### config.mk
export PLATFORM = sky130hd
export DESIGN_NAME = cpu_control_fsm
export DESIGN_NICKNAME = d
export VERILOG_FILES = /design/src/rtl/cpu_control_fsm.sv
export SDC_FILE = /design/constraint.sdc
export NUM_CORES = 1
export LEC_CHECK = 0
export ABC_AREA = 1
export CORE_MARGIN = 2
export CORE_UTILIZATION = 45
export DETAILED_ROUTE_END_ITERATION = 16
export GPL_TIMING_DRIVEN = 0
export HOLD_SLACK_MARGIN = 0.06
export PLACE_DENSITY = 0.7
export RECOVER_POWER = 25
export SLEW_MARGIN = 10
export SYNTH_ARGS = -nofsm -noshare
export SYNTH_HDL_FRONTEND = slang
export SYNTH_SLANG_ARGS = --single-unit
### constraint.sdc
create_clock -name clk -period 2.8 [get_ports clk]
set_clock_uncertainty 0.05 [all_clocks]
set_input_delay 0.28 -clock clk [delete_from_list [all_inputs] [get_ports clk]]
set_output_delay 0.28 -clock clk [all_outputs]
set_load 0.03 [all_outputs]
### src/rtl/cpu_control_fsm.sv
`default_nettype none
// ============================================================================
// Module      : cpu_control_fsm
// Description : Multi-cycle control sequencer for a small RV32I-style core.
//               Steps each instruction through fetch, decode/execute and an
//               optional data-memory access. It issues memory strobes,
//               register write enables and datapath mux selects. A
//               per-access timeout turns a hung memory into a terminal FAULT.
//               EBREAK-style SYSTEM instructions stop the core in HALT.
// Revision    : 1.0 - initial release
// ----------------------------------------------------------------------------
// Parameters
//   TIMEOUT_CYCLES : waiting cycles without mem_rdy before FAULT (1..65535)
// Configuration macro
//   CTRL_CYCLE_CSR_EN : when defined, adds a 32-bit free-running cycle
//                       counter on output port cycle_count. SYSTEM
//                       instructions with funct3 != 000 then write it back
//                       (wb_sel = 101). When undefined, those instructions
//                       only advance the PC.
// Ports
//   clk          in   clock, all state updates on the rising edge
//   rst          in   synchronous active-high reset
//   op_class     in   one-hot class flags {isLoad,isALUimm,isStore,isALUreg,
//                     isSYSTEM,isJAL,isJALR,isLUI,isAUIPC,isBranch}
//                     (bit 9 = isLoad)
//   funct3       in   funct3 field of the latched instruction
//   take_branch  in   branch comparison result, meaningful in EXECUTE
//   mem_rdy      in   single-cycle memory response / ack
//   mem_rstrb    out  memory read request pulse
//   mem_wstrb    out  memory write request pulse
//   instr_we     out  instruction register load
//   pc_we        out  program counter update
//   rf_we        out  register file write
//   pc_sel       out  00 PC+4, 01 PC+imm, 10 (rs1+imm)&~1
//   wb_sel       out  000 ALU, 001 MEM, 010 PC+4, 011 IMM, 100 PC+imm,
//                     101 CYCLES
//   state        out  current state encoding
//   halted       out  high in HALT
//   fault        out  high in FAULT
//   cycle_count  out  free-running cycle counter (only with CTRL_CYCLE_CSR_EN)
// ============================================================================
module cpu_control_fsm #(
  parameter int unsigned TIMEOUT_CYCLES = 255
) (
  input  logic        clk,
  input  logic        rst,
  input  logic [9:0]  op_class,
  input  logic [2:0]  funct3,
  input  logic        take_branch,
  input  logic        mem_rdy,
  output logic        mem_rstrb,
  output logic        mem_wstrb,
  output logic        instr_we,
  output logic        pc_we,
  output logic        rf_we,
  output logic [1:0]  pc_sel,
  output logic [2:0]  wb_sel,
  output logic [2:0]  state,
  output logic        halted,
  output logic        fault
`ifdef CTRL_CYCLE_CSR_EN
  ,
  output logic [31:0] cycle_count
`endif
);

  typedef enum logic [2:0] {
    S_FETCH      = 3'd0,
    S_WAIT_INSTR = 3'd1,
    S_EXECUTE    = 3'd2,
    S_LOAD       = 3'd3,
    S_STORE      = 3'd4,
    S_WAIT_DATA  = 3'd5,
    S_HALT       = 3'd6,
    S_FAULT      = 3'd7
  } state_t;

  // pc_sel encodings
  localparam logic [1:0] c_PC_PLUS4 = 2'b00;
  localparam logic [1:0] c_PC_IMM   = 2'b01;
  localparam logic [1:0] c_PC_JALR  = 2'b10;

  // wb_sel encodings
  localparam logic [2:0] c_WB_ALU    = 3'b000;
  localparam logic [2:0] c_WB_MEM    = 3'b001;
  localparam logic [2:0] c_WB_PC4    = 3'b010;
  localparam logic [2:0] c_WB_IMM    = 3'b011;
  localparam logic [2:0] c_WB_PCIMM  = 3'b100;
`ifdef CTRL_CYCLE_CSR_EN
  localparam logic [2:0] c_WB_CYCLES = 3'b101;
`endif

  // The counter holds the number of waiting cycles already spent without
  // mem_rdy. A cycle that finds it at TIMEOUT_CYCLES-1, still without
  // mem_rdy, is the TIMEOUT_CYCLES-th such cycle and triggers FAULT.
  localparam logic [15:0] c_TIMEOUT_LAST = 16'(TIMEOUT_CYCLES - 1);

  state_t      state_q, state_d;
  logic [15:0] wait_q,  wait_d;

  // Instruction class decode
  logic w_is_load, w_is_aluimm, w_is_store, w_is_alureg, w_is_system;
  logic w_is_jal, w_is_jalr, w_is_lui, w_is_auipc, w_is_branch;
  logic w_onehot;
  logic w_wait_expired;

  assign w_is_load   = op_class[9];
  assign w_is_aluimm = op_class[8];
  assign w_is_store  = op_class[7];
  assign w_is_alureg = op_class[6];
  assign w_is_system = op_class[5];
  assign w_is_jal    = op_class[4];
  assign w_is_jalr   = op_class[3];
  assign w_is_lui    = op_class[2];
  assign w_is_auipc  = op_class[1];
  assign w_is_branch = op_class[0];

  // x & (x-1) clears the lowest set bit, so a nonzero result means at least
  // two flags are set.
  assign w_onehot = (op_class != 10'd0) &&
                    ((op_class & (op_class - 10'd1)) == 10'd0);

  assign w_wait_expired = (wait_q == c_TIMEOUT_LAST);

  assign state = state_q;

  // --------------------------------------------------------------------------
  // State and wait-counter registers
  // --------------------------------------------------------------------------
  always_ff @(posedge clk) begin
    if (rst) begin
      state_q <= S_FETCH;
      wait_q  <= 16'd0;
    end else begin
      state_q <= state_d;
      wait_q  <= wait_d;
    end
  end

`ifdef CTRL_CYCLE_CSR_EN
  // --------------------------------------------------------------------------
  // Free-running cycle counter. It wraps naturally from 0xFFFFFFFF to 0.
  // --------------------------------------------------------------------------
  logic [31:0] cycle_q;

  always_ff @(posedge clk) begin
    if (rst) begin
      cycle_q <= 32'd0;
    end else begin
      cycle_q <= cycle_q + 32'd1;
    end
  end

  assign cycle_count = cycle_q;
`endif

  // --------------------------------------------------------------------------
  // Next-state and output decode
  // --------------------------------------------------------------------------
  always_comb begin
    state_d   = state_q;
    wait_d    = wait_q;
    mem_rstrb = 1'b0;
    mem_wstrb = 1'b0;
    instr_we  = 1'b0;
    pc_we     = 1'b0;
    rf_we     = 1'b0;
    pc_sel    = c_PC_PLUS4;
    wb_sel    = c_WB_ALU;
    halted    = 1'b0;
    fault     = 1'b0;

    case (state_q)
      S_FETCH: begin
        mem_rstrb = 1'b1;
        wait_d    = 16'd0;
        state_d   = S_WAIT_INSTR;
      end

      S_WAIT_INSTR: begin
        // mem_rdy wins over a timeout that expires in the same cycle
        if (mem_rdy) begin
          instr_we = 1'b1;
          state_d  = S_EXECUTE;
        end else if (w_wait_expired) begin
          state_d  = S_FAULT;
        end else begin
          wait_d   = wait_q + 16'd1;
        end
      end

      S_EXECUTE: begin
        if (!w_onehot) begin
          state_d = S_FAULT;
        end else if (w_is_load) begin
          state_d = S_LOAD;
        end else if (w_is_store) begin
          state_d = S_STORE;
        end else if (w_is_system && (funct3 == 3'b000)) begin
          state_d = S_HALT;
        end else begin
          // Single-cycle instructions retire here
          pc_we   = 1'b1;
          state_d = S_FETCH;
          if (w_is_aluimm || w_is_alureg) begin
            rf_we  = 1'b1;
            wb_sel = c_WB_ALU;
          end else if (w_is_jal) begin
            rf_we  = 1'b1;
            wb_sel = c_WB_PC4;
            pc_sel = c_PC_IMM;
          end else if (w_is_jalr) begin
            rf_we  = 1'b1;
            wb_sel = c_WB_PC4;
            pc_sel = c_PC_JALR;
          end else if (w_is_lui) begin
            rf_we  = 1'b1;
            wb_sel = c_WB_IMM;
          end else if (w_is_auipc) begin
            rf_we  = 1'b1;
            wb_sel = c_WB_PCIMM;
          end else if (w_is_branch) begin
            pc_sel = take_branch ? c_PC_IMM : c_PC_PLUS4;
          end else begin
            // SYSTEM with funct3 != 000: cycle CSR read or plain NOP
`ifdef CTRL_CYCLE_CSR_EN
            rf_we  = 1'b1;
            wb_sel = c_WB_CYCLES;
`endif
          end
        end
      end

      S_LOAD: begin
        mem_rstrb = 1'b1;
        wait_d    = 16'd0;
        state_d   = S_WAIT_DATA;
      end

      S_STORE: begin
        mem_wstrb = 1'b1;
        wait_d    = 16'd0;
        state_d   = S_WAIT_DATA;
      end

      S_WAIT_DATA: begin
        if (mem_rdy) begin
          pc_we   = 1'b1;
          pc_sel  = c_PC_PLUS4;
          rf_we   = w_is_load;
          wb_sel  = c_WB_MEM;
          state_d = S_FETCH;
        end else if (w_wait_expired) begin
          state_d = S_FAULT;
        end else begin
          wait_d  = wait_q + 16'd1;
        end
      end

      S_HALT: begin
        halted = 1'b1;
      end

      S_FAULT: begin
        fault = 1'b1;
      end

      default: begin
        state_d = S_FAULT;
      end
    endcase

    // While reset is held the state register may still hold an in-flight
    // transaction for this cycle. Silence every output so that nothing
    // retires or strobes.
    if (rst) begin
      mem_rstrb = 1'b0;
      mem_wstrb = 1'b0;
      instr_we  = 1'b0;
      pc_we     = 1'b0;
      rf_we     = 1'b0;
      pc_sel    = c_PC_PLUS4;
      wb_sel    = c_WB_ALU;
      halted    = 1'b0;
      fault     = 1'b0;
    end
  end

endmodule
`default_nettype wire
After elaboration in Yosys (flattened, before gate mapping)
Index checks and enable logic that the tools add are counted.

Register bits after elaboration: 19.

Add/sub/neg operators: 2. Equality and inequality tests: 10. Muxes and demuxes: 65. Bitwise logic cells: 1. Reduce and logical (&&, ||, !) cells: 14.

Operators with widths (count): 3-bit 2-to-1 mux (17); 1-bit 2-to-1 mux (32); 16-bit 2-to-1 mux (2); 16-bit case mux with 2 select lines (1); 2-bit 2-to-1 mux (9); 16-bit by 1-bit adder with 16-bit output, second input constant (1); 16-bit by 8-bit == test with 1-bit output, second input constant (1); 3-bit case mux with 5 select lines (1); 3-bit == test, second input constant (4); 10-bit AND (1); 10-bit zero test (1); 10-bit nonzero test (1); 10-bit by 1-bit subtractor with 10-bit output, second input constant (1); 3-bit by 2-bit == test with 1-bit output, second input constant (2); 3-bit zero test (2); 3-bit case mux with 2 select lines (1); 2-bit OR reduction (3); 5-bit nonzero test (1); 2-bit inequality test, second input constant (2); 1-bit case mux with 2 select lines (2); 3-bit by 1-bit == test with 1-bit output, second input constant (1); 3-bit AND reduction (1); 3-bit OR reduction (1); 1-bit logical AND (2); 2 further kinds (2).

Longest topological paths before layout
Gate-level depths: netlist of the first run.

Word-level depth: 13. Depth in mapped cells: 12. Depth with buffers taken out: 12.

Worst setup path after synthesis of the first run
Ideal clock, no wire load.

Kind: flip-flop to output port. Start point: register state_q[0], in the netlist state[0]. End point: output pc_we. Arrival: 1786 ps. Required time: 2470 ps. Setup slack: 684 ps. Stages on the path, launching flop included: 9. Path buffers: 0. Path through: dfxtp_1 > inv_1 > nor2_4 > inv_2 > nor2_1 > inv_1 > nor2_1 > inv_1 > a21oi_1.

Cells in the longest elaborated chain, start to end: 3.

RTL lines: from (decl) (line 98) `state_t state_q, state_d;`; from (signal assigned) (line 135) `state_q <= state_d;`; 3-bit == test / 3-bit by 2-bit == test with 1-bit output (equally long branches) (line 173) `case (state_q)`; 1-bit case mux with 2 select lines * (line 173); 1-bit 2-to-1 mux * (line 276) `if (rst) begin`; to (decl) (line 54) `output logic pc_we,`.

Every way passes the cells marked *; elsewhere a longest branch is shown, timed or not.

Worst setup path after layout of the first run
Start point: input op_class[2]. End point: output wb_sel[0].

Cells in the longest elaborated chain, start to end: 10.

RTL lines: from (decl) (line 47) `input logic [9:0] op_class,`; branches (longest 7 deep; another with 10-bit by 1-bit subtractor with 10-bit output); 3-bit 2-to-1 mux * (line 193) `if (!w_onehot) begin`; 3-bit case mux with 2 select lines * (line 173); 3-bit 2-to-1 mux * (line 276); to (decl) (line 57) `output logic [2:0] wb_sel,`.

Every way passes the cells marked *.

==> results.toml, run 1 <==
[place]
dpl.hpwl_um = 3440
place_inst = 372
gp_congestion = 0.860
dp_slack_ns = -0.154
port_buffers = 30

[route]
avgViaCountPerCell = 4.93
drt-wirelength-per-cell_um = 11.4
first_iter_violations = 131
drc = 0
dr.pass1.iters = 4
via_count = 1852
totalWireLength_um = 4290
ant_nets = 0

[sta]
finalSetupViolations = 0
hold_viol = 0
final_max_slew_viol_count = 0
slew_headroom = 0.657
fin_crit_ns = 2.64
setup_slack_ns = 0.159
finalCritPeriodShare = 0.943
fmax_mhz = 379
rsz0062_at_grt = "false"
tightest_slew_ns = 0.515

[critical_path]
crit_type = "primary input to primary output"
rrSetupSlack_ns = 0.84
worstPathMaxFanout = 6
worst-path-stages = 12
cp-start-kind = "primary input"
crit_slowest_cell = "clkdlybuf4s50_1"
cp_top_family = "buffers and inverters"
rr_worst_depth = 11
crit_buf_inv = 3
rr_startpoint = "wait_q[2]"
cp.required_ns = 2.47
cpPeakStageDelay_ns = 0.52
timing.rr.end = "wait_q[15]"
arrival_ns = 2.31
path_cells = "clkdlybuf4s50_1, nor2_2, inv_1, nor2_2, nand2_1, nand2_1, and2_4, nand3_4, nor2_4, nand3_1, a21oi_1, clkdlybuf4s15_1"
end_kind = "primary output"

[logic_synthesis]
syn_area_per_cell_um2 = 6.02
synth-seq-area-share = 0.215
synth_cells = 294
syn_nets = 313
synth_warnings = 0
yosysUniqueCellTypes = 35
yosys_register_bits = 19
synth_area_mm2 = 0.00177

[cts]
worstSkewPairLatency_ns = 0.27
cts.sinks = 19
cts_tree = "built"
path_clk_slew_ns = 0.08
root_buffer = "clkbuf_8"
cts_buffers = 3
max-clock-path-buffers = 2
ctsHtreeMaxLevel = 1

[global_routing]
track_usage = 0.215
use_met2 = 0.334
use_met3 = 0.0270
grt_pass1_vias = 1669
grt_pass1_wl_um = 7470
grt_overflow = 0
grt_max_degree = 12
busiest_layer = "met2"
grt_use_met1 = 0.306
antenna_found_initial = 0

[floorplanning]
ioPinCount = 32
fp.dieW_um = 66.7
die_y_um = 66.7
dieArea_mm2 = 0.00445
start_util = 0.476
row_count = 22
core_region_area_mm2 = 0.00372

[flow_run]
maxCapViolCount = 0

[layout]
final_common_cell = "nand2_1"
layout.nets = 348
area_delta_synth_final_pct = 20.5
antenna_cells = 0
fin_cells = 376
drive_gt1_frac = 0.125
num-fill-cells = 401
layout_common_cells = "nand2_1 (77), nor2_1 (52), inv_1 (33), clkdlybuf4s50_1 (21)"

[pwr]
powerDensity_mw_per_mm2 = 325
p_leak_nw = 0.875
ir_worst_vdd_uv = 136

[hold_path]
min_from = "rst"
holdPathStages = 2
min_path_type = "primary input to flop"
hold_end = "wait_q[6]"

[status]
status = "finished clean"
layout make-up:
type | instances | area (um2) | share of cell area
timing repair buffer | 30 | 274 | 0.129
inverter | 36 | 135 | 0.0634
clock buffer | 3 | 41.3 | 0.0194
buffer | 6 | 43.8 | 0.0205
clock inverter | 1 | 5.00 | 0.00235
sequential | 19 | 380 | 0.178
tap | 48 | 60.1 | 0.0282
multi-input combinational | 233 | 1190 | 0.559
sequential cells by signal, indices dropped and copies added (netlist names):
register	count
state	3
wait_q	16
synthesized netlist by cell type, drive strengths merged:
cell type / number / area [um2]
or2: 1 / 6.26
nand2: 82 / 323
a41oi: 1 / 8.76
and2: 1 / 8.76
nor4: 2 / 12.5
nand4: 6 / 52.6
nor3: 11 / 55.1
nor3b: 1 / 12.5
o211ai: 2 / 20.0
a21oi: 15 / 75.1
xnor2: 1 / 8.76
inv: 36 / 135
nand3: 20 / 113
and3: 1 / 6.26
buf: 3 / 27.5
o21ai: 10 / 53.8
a31oi: 1 / 6.26
nand3b: 1 / 7.51
xor2: 9 / 78.8
ha: 2 / 25.0
clkbuf: 3 / 31.3
dfxtp: 19 / 380
nor2: 66 / 322
logic make-up (layout without fill, tap and decap cells):
kind of cell / count (synthesis) / after routing / synth area share
AOI/OAI and AO/OA: 29 / 29 / 0.0926
xor gates and xnor gates: 10 / 10 / 0.0495
adders and majority gates: 2 / 2 / 0.0141
buffers and inverters: 42 / 76 / 0.110
DFF: 19 / 19 / 0.215
and+or+nand+nor: 192 / 192 / 0.519
power by group:
group / internal, mW / total, mW / switching, mW
clock: 0.0994 / 0.206 / 0.106
sequential: 0.278 / 0.287 / 0.00947
combinational: 0.0724 / 0.199 / 0.127
total: 0.450 / 0.693 / 0.243
worst max-delay path by stage:
| stage | start | to | slack, ns |
|---|---|---|---|
| after CTS | op_class[3] | pc_sel[1] | 0.11 |
| after detailed placement | op_class[3] | pc_sel[0] | -0.15 |
| after floorplan | state[0] | pc_we | 0.68 |
| after global placement | op_class[2] | pc_sel[1] | -0.14 |
| after global routing | op_class[2] | wb_sel[0] | 0.009 |
| final | op_class[2] | wb_sel[0] | 0.16 |
per-layer routing:
layer  part of all wire  routed length, um
met1               0.52               2240
met2               0.43               1840
met3              0.029                126
met4              0.019                 83
met5                  0                  0
timing repair:
| item | 4_1_cts | 5_1_grt |
|---|---|---|
| gates cloned | 0 | 0 |
| endpoints found under the setup margin | 7 | 6 |
| buffers inserted | 0 | 0 |
| hold endpoints to repair | 0 | 0 |
| hold buffers | 0 | 0 |
| resized for setup | 7 | 11 |
per-stage QoR:
step	setup TNS [ns]	total power [mW]	hold slack [ns]	utilization	cell area, um2
finish	0	0.693	0.196	0.574	2130
global route	0	0.728	0.197	0.574	2130
global placement	-0.858	0.501	0.444	0.573	2130
detailed placement	-0.899	0.502	0.449	0.573	2130
CTS	0	0.701	0.194	0.583	2170
floorplan	0	0.427	0.427	-	1770
(Power assumes the default switching activity.)
==> inputs of run 2 (changes only) <==
--- a/config.mk
+++ b/config.mk
@@ -13,6 +13,7 @@
 export HOLD_SLACK_MARGIN = 0.06
 export PLACE_DENSITY = 0.7
 export RECOVER_POWER = 25
+export SKIP_LAST_GASP = 1
 export SLEW_MARGIN = 10
 export SYNTH_ARGS = -nofsm -noshare
 export SYNTH_HDL_FRONTEND = slang
==> results of run 2 <==
No change in the layout: final DEF, timing and power equal those of run 1.
